--- src/rtl/ldtu_ofifo_pkg.sv ---
// Shared types and constants for the LDTU output FIFO sequencing logic.
// Optional feature macro used elsewhere: LDTU_OFIFO_CTRL_AUTOSYNCH_EN.
package ldtu_ofifo_pkg;

  typedef enum logic [1:0] {
    ST_RUN   = 2'd0,
    ST_FLUSH = 2'd1,
    ST_SYNCH = 2'd2
  } ofifo_state_e;

  localparam int READ_DIV_DEF     = 4;
  localparam int FIFO_DEPTH_DEF   = 16;
  localparam int FLUSH_CYCLES_DEF = 4;

  // Downstream words the serializer sees when the FIFO is empty or just flushed
  localparam logic [31:0] IDLE_PATTERN = 32'hEAAA_AAAA;
  localparam logic [31:0] FLUSH_MARKER = 32'hE5E5_E5E5;

endpackage

--- src/rtl/ldtu_ofifo_occ_cnt.sv ---
// Output FIFO occupancy tracker: saturating word count, near-full flag and
// sticky overflow flag.
module ldtu_ofifo_occ_cnt #(
  parameter int FIFO_DEPTH = 16,
  parameter int PTR_W      = 5
) (
  input  logic             CLK,
  input  logic             reset,
  input  logic             wr_en,
  input  logic             rd_en,
  input  logic             clr_occ,
  input  logic             clr_ovf,
  output logic [PTR_W-1:0] occupancy,
  output logic             near_full,
  output logic             overflow
);

  localparam logic [PTR_W-1:0] OCC_FULL = PTR_W'(FIFO_DEPTH);
  localparam logic [PTR_W-1:0] OCC_NF   = PTR_W'(FIFO_DEPTH - 2);

  logic rd_eff;
  logic full;

  // A read strobe against an empty FIFO only refreshes the idle pattern
  assign rd_eff = rd_en && (occupancy != '0);
  assign full   = (occupancy == OCC_FULL);

  always_ff @(posedge CLK) begin
    if (reset) begin
      occupancy <= '0;
      overflow  <= 1'b0;
    end else begin
      if (clr_occ) begin
        occupancy <= '0;
      end else if (wr_en && !rd_eff) begin
        if (!full) occupancy <= occupancy + 1'b1;
      end else if (rd_eff && !wr_en) begin
        occupancy <= occupancy - 1'b1;
      end

      if (clr_ovf) begin
        overflow <= 1'b0;
      end else if (!clr_occ && wr_en && !rd_eff && full) begin
        overflow <= 1'b1;
      end
    end
  end

  assign near_full = (occupancy >= OCC_NF);

endmodule

--- src/rtl/ldtu_ofifo_ctrl.sv ---
// Output FIFO sequencing controller: slot-cadence read strobe, timed flush and
// synch sequences, occupancy status. Optional macro LDTU_OFIFO_CTRL_AUTOSYNCH_EN.
//
// state    | meaning
// ST_RUN   | read strobe at every slot end, writes counted
// ST_FLUSH | flush held low for FLUSH_CYCLES cycles
// ST_SYNCH | synch held high until the N-th slot end after acceptance
module ldtu_ofifo_ctrl
  import ldtu_ofifo_pkg::*;
#(
  parameter int READ_DIV     = READ_DIV_DEF,
  parameter int FIFO_DEPTH   = FIFO_DEPTH_DEF,
  parameter int PTR_W        = 5,
  parameter int FLUSH_CYCLES = FLUSH_CYCLES_DEF,
  parameter int SYNCH_LEN_W  = 4
`ifdef LDTU_OFIFO_CTRL_AUTOSYNCH_EN
  ,
  parameter int AUTOSYNCH_THR = 64
`endif
) (
  input  logic                   CLK,
  input  logic                   reset,
  input  logic                   write_signal,
  input  logic                   flush_req,
  input  logic                   synch_req,
  input  logic [SYNCH_LEN_W-1:0] synch_len,
  output logic                   read_signal,
  output logic                   flush,
  output logic                   synch,
  output logic                   busy,
  output logic [PTR_W-1:0]       occupancy,
  output logic                   near_full,
  output logic                   overflow
);

  localparam int PH_W = (READ_DIV > 1) ? $clog2(READ_DIV) : 1;
  localparam int FC_W = $clog2(FLUSH_CYCLES + 1);
  localparam logic [PH_W-1:0] PH_LAST = PH_W'(READ_DIV - 1);

  ofifo_state_e           state, state_nxt;
  logic [PH_W-1:0]        phase, phase_nxt;
  logic [FC_W-1:0]        flush_cnt, flush_cnt_nxt;
  logic [SYNCH_LEN_W-1:0] synch_left, synch_left_nxt;
  logic                   slot_end;
  logic                   occ_clr, ovf_clr;
  logic                   auto_req;

`ifdef LDTU_OFIFO_CTRL_AUTOSYNCH_EN
  localparam int AS_W = $clog2(AUTOSYNCH_THR + 1);
  localparam logic [AS_W-1:0] AS_THR = AS_W'(AUTOSYNCH_THR);
  logic [AS_W-1:0] auto_cnt;

  assign auto_req = (state == ST_RUN) && (auto_cnt == AS_THR);

  // Counts consecutive empty slot ends in RUN; any synch or flush restarts it
  always_ff @(posedge CLK) begin
    if (reset) begin
      auto_cnt <= '0;
    end else if (state_nxt != ST_RUN) begin
      auto_cnt <= '0;
    end else if (slot_end) begin
      if (occupancy != '0)          auto_cnt <= '0;
      else if (auto_cnt != AS_THR)  auto_cnt <= auto_cnt + 1'b1;
    end
  end
`else
  assign auto_req = 1'b0;
`endif

  assign slot_end  = (phase == PH_LAST);
  assign phase_nxt = slot_end ? '0 : phase + 1'b1;

  always_comb begin
    state_nxt      = state;
    flush_cnt_nxt  = flush_cnt;
    synch_left_nxt = synch_left;
    occ_clr        = 1'b0;
    ovf_clr        = 1'b0;
    unique case (state)
      ST_RUN: begin
        if (flush_req) begin
          state_nxt     = ST_FLUSH;
          flush_cnt_nxt = FC_W'(FLUSH_CYCLES - 1);
          occ_clr       = 1'b1;
          ovf_clr       = 1'b1;
        end else if (synch_req || auto_req) begin
          state_nxt      = ST_SYNCH;
          synch_left_nxt = (!synch_req || synch_len == '0) ? SYNCH_LEN_W'(1) : synch_len;
          occ_clr        = 1'b1;
        end
      end
      ST_FLUSH: begin
        if (flush_cnt == '0) state_nxt = ST_RUN;
        else                 flush_cnt_nxt = flush_cnt - 1'b1;
      end
      ST_SYNCH: begin
        if (flush_req) begin
          state_nxt     = ST_FLUSH;
          flush_cnt_nxt = FC_W'(FLUSH_CYCLES - 1);
          occ_clr       = 1'b1;
          ovf_clr       = 1'b1;
        end else if (slot_end) begin
          if (synch_left == SYNCH_LEN_W'(1)) state_nxt = ST_RUN;
          else                               synch_left_nxt = synch_left - 1'b1;
        end
      end
      default: state_nxt = ST_RUN;
    endcase
  end

  always_ff @(posedge CLK) begin
    if (reset) begin
      state       <= ST_RUN;
      phase       <= '0;
      flush_cnt   <= '0;
      synch_left  <= '0;
      read_signal <= 1'b0;
      flush       <= 1'b1;
      synch       <= 1'b0;
      busy        <= 1'b0;
    end else begin
      state       <= state_nxt;
      phase       <= phase_nxt;
      flush_cnt   <= flush_cnt_nxt;
      synch_left  <= synch_left_nxt;
      read_signal <= (state_nxt == ST_RUN) && (phase_nxt == PH_LAST);
      flush       <= (state_nxt != ST_FLUSH);
      synch       <= (state_nxt == ST_SYNCH);
      busy        <= (state_nxt != ST_RUN);
    end
  end

  ldtu_ofifo_occ_cnt #(
    .FIFO_DEPTH(FIFO_DEPTH),
    .PTR_W     (PTR_W)
  ) u_occ_cnt (
    .CLK      (CLK),
    .reset    (reset),
    .wr_en    (write_signal && (state == ST_RUN)),
    .rd_en    (read_signal),
    .clr_occ  (occ_clr),
    .clr_ovf  (ovf_clr),
    .occupancy(occupancy),
    .near_full(near_full),
    .overflow (overflow)
  );

endmodule

--- config.mk ---
export PLATFORM = sky130hd
export DESIGN_NAME = ldtu_ofifo_ctrl
export DESIGN_NICKNAME = d
export VERILOG_FILES = /design/src/rtl/ldtu_ofifo_pkg.sv /design/src/rtl/ldtu_ofifo_occ_cnt.sv /design/src/rtl/ldtu_ofifo_ctrl.sv
export SDC_FILE = /design/constraint.sdc
export NUM_CORES = 1
export LEC_CHECK = 0
export ABC_AREA = 1
export CORE_MARGIN = 2
export CORE_UTILIZATION = 35
export CTS_BUF_LIST = sky130_fd_sc_hd__clkbuf_4 sky130_fd_sc_hd__clkbuf_8 sky130_fd_sc_hd__clkbuf_16
export CTS_CLUSTER_DIAMETER = 60
export DETAILED_ROUTE_END_ITERATION = 6
export SETUP_SLACK_MARGIN = 0.1
export SLEW_MARGIN = 10
export SYNTH_ARGS = -nofsm -noshare
export SYNTH_HDL_FRONTEND = slang
export SYNTH_HIERARCHICAL = 1
export SYNTH_SLANG_ARGS = --single-unit
--- constraint.sdc ---
create_clock -name CLK -period 2.3 [get_ports CLK]
set_input_delay 0.46 -clock CLK [delete_from_list [all_inputs] [get_ports CLK]]
set_output_delay 0.46 -clock CLK [all_outputs]
set_load 0.005 [all_outputs]
Word-level counts from Yosys, hierarchy flattened
Index checks and enable logic that the tools add are counted.
W data, S select, Z words.
{ "word_totals": {"reg_bits": 21, "input_bits": 9, "output_inout_bits": 11, "word_cells": 86} }
{ "classes": {"n_addsub": 5, "order_cmp": 1, "n_eq_ne": 16, "muxes": 26, "n_reduce_logical": 28} }
{ "op_table": {"columns": ["operator", "n"], "rows": [
  ["$mux W4", 6],
  ["$mux W5", 3],
  ["$mux W2", 7],
  ["$ne A2 B2 Y1 const B", 7],
  ["$eq A2 B2 Y1 const B", 4],
  ["$logic_and A1 B1 Y1", 8],
  ["$pmux W4 S2", 1],
  ["$reduce_bool A2 Y1", 4],
  ["$mux W3", 2],
  ["$pmux W2 S3", 1],
  ["$pmux W3 S2", 1],
  ["$reduce_and A6 Y1", 1],
  ["$reduce_or A2 Y1", 3],
  ["$add A5 B1 Y5 const B", 1],
  ["$eq A5 B5 Y1 const B", 1],
  ["$ge A5 B4 Y1 const B", 1],
  ["$reduce_bool A5 Y1", 1],
  ["$sub A5 B1 Y5 const B", 1],
  ["$eq A4 B1 Y1 const B", 1],
  ["$logic_not A1 Y1", 4],
  ["$logic_not A2 Y1", 2],
  ["$logic_not A4 Y1", 1],
  ["$mux W1", 4],
  ["$ne A2 B1 Y1 const B", 2],
  ["other kinds (9)", 9]
]} }

Longest topological paths before layout
{ "logic_depth": {"ltp_word": 7, "depth_mapped": 13, "mapped_depth_nobuf": 13} }

Modules after synthesis
The synthesis kept the hierarchy.
{ "modules_own_cells": {"columns": ["mod", "instances", "cells_each", "area_each_um2", "seq_area_each_um2"], "rows": [
  ["ldtu_ofifo_ctrl", 1, 113, 772.0, 300.3],
  ["ldtu_ofifo_occ_cnt", 1, 56, 437.9, 120.1]
]} }

Worst setup path after synthesis
No wires, ideal clock.
{ "synth_path": {"path_type": "input port to flip-flop", "from": "input port write_signal", "to": "register u_occ_cnt.occupancy[4]", "setup_time_ps": 116, "arrival_time_ps": 1875, "required_time_ps": 2184, "slack_ps": 308, "stages": 11, "path_buffers": 0, "cell_sequence": "nor3b_1 nand2_1 ha_1 nand2_1 nand2_1 nor2_1 inv_1 nand2_2 nand3_1 nand2_1 a21oi_1"} }
{ "synth_via": {"elab_chain_len": 5, "word_cells_on_any_way": 8, "cone_classes": "eq/ne (1); mux (1); reduce/logical (6)"} }
{ "synth_lines": {"columns": ["element", "line_no", "source"], "rows": [
  ["start: declaration", "ldtu_ofifo_ctrl.sv:23", "input logic write_signal,"],
  ["$logic_and A1 B1 Y1 (*)", "ldtu_ofifo_ctrl.sv:139", ".wr_en (write_signal && (state == ST_RUN)),"],
  ["$logic_not A1 Y1", "ldtu_ofifo_occ_cnt.sv:37", "end else if (rd_eff && !wr_en) begin"],
  ["$logic_and A1 B1 Y1", "ldtu_ofifo_occ_cnt.sv:37", null],
  ["$reduce_bool A2 Y1 (no line)", null, null],
  ["$reduce_and A2 Y1 (no line)", null, null],
  ["end signal: assignment", "ldtu_ofifo_occ_cnt.sv:36", "if (!full) occupancy <= occupancy + 1'b1;"],
  ["end signal: assignment", "ldtu_ofifo_occ_cnt.sv:38", "occupancy <= occupancy - 1'b1;"],
  ["end: declaration", "ldtu_ofifo_occ_cnt.sv:13", "output logic [PTR_W-1:0] occupancy,"]
]} }
Mark *: on every way between the ends. The rest lies on a longest branch, timed or not.
A chain may end at the register's enable or synchronous reset.

Worst setup path after layout
Same ends and word-level chain as after synthesis.

==> results <==
- The flow ran to the end, and the final reports show no timing, DRC or antenna violations.
- The biggest area contributor in the post-synthesis netlist is sky130_fd_sc_hd__dfxtp_1.
- The die extent in y is 62.80 um.
- The count of clock tree sinks is 21.
- The arrival time of the worst setup path is 2290 ps.
- Leaving out fill and tap cells, the most frequent cells in the layout are 34 x sky130_fd_sc_hd__nand2_1, 28 x sky130_fd_sc_hd__nor2_1, 23 x sky130_fd_sc_hd__inv_1, 21 x sky130_fd_sc_hd__dfxtp_1, 19 x sky130_fd_sc_hd__clkdlybuf4s50_1.
- Setup repair after global routing left no endpoint under its margin.
- Of all nets on the critical path, the largest fanout is 5.
- The uppermost signal routing layer after detailed routing is met4.
- The number of hold violations in the final report is 0.
- The share of total power consumed by net switching is 31.76%.
- Before CTS, the worst setup slack after placement is -190.4 ps.
- In the post-route analysis, the smallest setup slack over all paths is 250.4 ps.
- The number of nets handed over by synthesis was 188.
- The most common cell after layout, fill and taps aside is sky130_fd_sc_hd__nand2_1.
- The largest individual stage delay along the critical path comes from the cell sky130_fd_sc_hd__clkdlybuf4s50_1.
- The number of storage elements in the synthesis netlist is 21.
- The launch point of the worst reg-to-reg path is u_occ_cnt/occupancy[0].
- The number of antenna diodes in the final layout is 0.
- Walking the worst path, the cells encountered are clkdlybuf4s50_1 > nor3b_2 > nand2_1 > buf_4 > inv_2 > fa_1 > nor2_1 > nor2_1 > inv_1 > nand2_2 > nand3_1 > nand2_1 > a21oi_1.
- After legalization and detailed placement, the total HPWL measured 1980 um.
- Summed over all nets, the switching power comes to 268.5 uW.
- The number of global-route vias before repair is 1044.
- The tool flagged a number of max-cap violations equal to 0.
- 20 I/O pins were placed.
- Grouping stages by cell kind, the critical path spends the most delay in simple AND/OR/NAND/NOR gates.
- Hold is met by 462.7 ps.
- After clock tree synthesis, the clock-pin slew on the worst setup and hold paths is 120 ps.
- For this run, the detailed router's first-pass iteration total came to 4.
- The number of vias per cell is 4.455.
- The weighted congestion at the end of routability-driven global placement is 0.8203.
- Counting distinct cell types in the post-synthesis netlist gives 27.
- The highest achievable clock rate is 0.4879 GHz.
- Global routing consumed, over all layers together, 13.29% of the routing resources.
- The final critical path time including I/O delays and setup is 2050 ps.
- The initial antenna violation count is 0.
- The clock root buffer master is sky130_fd_sc_hd__clkbuf_4.
- The share of post-route cells with drive strength above 1 is 14.14%.
- After detailed routing, the average wire length per cell comes to 9.639 um.
- The startpoint of the most critical setup path is write_signal.
- Together, buffers and inverters on the worst path number 4.
- The launching element type of the critical path is an input pin.
- The path class of the tightest hold or removal check is register to register.
- The clock reaches the later pin of the worst-skew pair after 300 ps.
- The floorplan step set the die width to 62.80 um.
- The number of warnings issued by yosys is 6.
- The count of endpoints failing setup in the final report is 0.
- In this run, the combinational gates consume 29.0% of the power.
- The fraction of power consumed by sequential logic is 49.4%.
- The final design area excluding fillers is 1535 sq um.
- Of the synthesized area, sequential elements account for 34.75%.
- After detailed routing, the wire length on met1 is 1150 um.
- The number of hold buffers added after CTS was 0.
- The worst voltage drop across the vdd grid is 0.1979 mV.
- Adding up every negative setup slack in the final design gives 0 ps.
- The synthesized cell area is 1210 sq um.
- The power density relative to cell area is 550.7 nW/um^2.
- The maximum count of clock buffers along a single path is 2.
- Data on the critical path is required at its endpoint by 2540 ps.
- The total power is 845.4 uW.
- The region available for standard cell placement spans 3337 sq um.
- The global-route wire length before repair is 4243 um.
- The worst setup path is of the input pin to register kind.
- The total number of placement rows is 21.
- The share of synthesized area in the top cell type comes to 34.75%.
- The startpoint identified for the worst hold timing path is phase[0].
- For this configuration, the core starts out at a cell density of 36.26%.
- The total count of max-transition violations in the final report came to 0.
- Summed over all layers, the global routing overflow is 0.
- In this run the cell area measured after placement is 1503 sq um.
- Measured against its own limit, the worst slew margin works out to 83.37%.
- Across the routed clock network, the largest skew measured is 0.5795 ps.
- Summing over every cut layer, the via total after detailed routing is 1087.
- In this run, the clock network consumes 21.5% of the power.
- For this design the static power due to leakage is 0.7331 nW.
- The count of mapped cells out of synthesis is 169.
- For the pin with the worst max-slew slack, the measured transition is 249.1 ps.
- The routed length on met2 is 1096 um.
- The maximum number of pins on one net before global-route repair is 13.
- TritonCTS built the clock tree.
- In the routed design, unresolved DRC markers number 0.
- Clock tree synthesis inserted a total of 3 buffers.
- From synthesis to final layout, the design area changed by 26.89%.
- The die covers 3943 sq um.
- The H-tree level count is 1.
- The internal cell power is 576.9 uW.
- The length of routed met3 wiring is 61 um.
- The count of port buffers added during placement is 19.
- The mean cell area of the mapped netlist is 7.159 sq um.
- The number of nets in the final layout is 218.
- In this design, the stage delay of the slowest critical-path cell is 390 ps.
- The endpoint type of the worst setup path is a register.
- After synthesis, the cell types taking the most area are sky130_fd_sc_hd__dfxtp_1 35%, sky130_fd_sc_hd__nand2_1 11%, sky130_fd_sc_hd__ha_1 9.3%.
- The routed design has 2352 um of wire.
- Dividing the final minimum period by the clock period gives 89.11%.
- The antenna violation net count after detailed routing is 0.
- The starting DRC count in detailed routing is 22.
## state kept, by name, indices dropped and copies added, names as in the netlist, 2 cells and up
register             cells
u_occ_cnt/occupancy      5
flush_cnt                3
state                    2
phase                    2
synch_left               4
## final timing paths
kind	endpoint	slack [ps]	cells past startpoint
worst max-delay path	u_occ_cnt/occupancy[4]	250	13
worst min-delay path	phase[0]	460	1
worst max register to register	u_occ_cnt/occupancy[4]	270	14
worst min register to register	phase[0]	460	1
## worst reg2reg max path, cell delays in order, from the launching register on
cell                      delay [ps]
sky130_fd_sc_hd__dfxtp_1         460
sky130_fd_sc_hd__nor2_2           80
sky130_fd_sc_hd__nand3_2          90
sky130_fd_sc_hd__nand2_2          70
sky130_fd_sc_hd__nand2_1         160
sky130_fd_sc_hd__buf_4           140
sky130_fd_sc_hd__inv_2            30
sky130_fd_sc_hd__fa_1            370
sky130_fd_sc_hd__nor2_1          120
sky130_fd_sc_hd__nor2_1           60
sky130_fd_sc_hd__inv_1            60
sky130_fd_sc_hd__nand2_2          50
sky130_fd_sc_hd__nand3_1          80
sky130_fd_sc_hd__nand2_1          50
sky130_fd_sc_hd__a21oi_1         130
## final cells by class
type / instances / area (sq um)
multi-input cells: 122 / 696.9
well taps: 46 / 57.56
flip-flops and latches: 21 / 420.4
repair buffers: 25 / 235.2
clock inverters: 1 / 5.005
fillers: 359 / 1802
clock buffers: 3 / 22.52
inverters: 26 / 97.59
## per-stage QoR
step / cells / util [%]
global route: 244 / 46.01
detailed placement: 240 / 45.03
finish: 244 / 46.01
global placement: 240 / 45.03
CTS: 244 / 45.86
floorplan: 169 / -
## cell families (layout without fill, tap and decap cells)
group | after synthesis | in the layout | share of synthesized area, %
AO/OA/AOI/OAI | 15 | 15 | 8.066
XOR/XNOR | 3 | 3 | 2.172
adder cells (fa/ha/maj) | 10 | 10 | 10.96
buffers and inverters | 26 | 55 | 8.066
flip-flops | 21 | 21 | 34.75
AND/OR/NAND/NOR | 94 | 94 | 35.99
## routing by layer
metal  up-vias  GRT usage (%)
met2        13          22.98
met3         4          2.342
met4         0          6.667
met1       475          15.75
li1        595              -
met5         -              0
## Yosys cell counts, drive strengths merged
library cell,number
a211oi,4
nand4,2
nand2,40
o21bai,1
nand3,16
or2,1
a21oi,5
ha,9
inv,26
xor2,1
fa,1
xnor2,2
a31oi,1
o21ai,4
dfxtp,21
nor2,31
nor3b,1
nand3b,2
nor3,1
## power groups by stage
stage	Clock [mW]	Sequential, mW	Combinational (mW)
2_1_floorplan	0	0.423	0.159
3_3_place_gp	0	0.425	0.241
3_5_place_dp	0	0.426	0.247
4_1_cts	0.191	0.418	0.248
5_1_grt	0.210	0.424	0.282
6_report	0.182	0.418	0.246
## what timing repair did
| item | in CTS | in global routing |
|---|---|---|
| endpoints found under the setup margin | 0 | 2 |
| setup buffers | 0 | 0 |
| endpoints found under the hold margin | 0 | 0 |
| resized for setup | 0 | 1 |
Note: power is estimated with default switching activity, not from simulation.
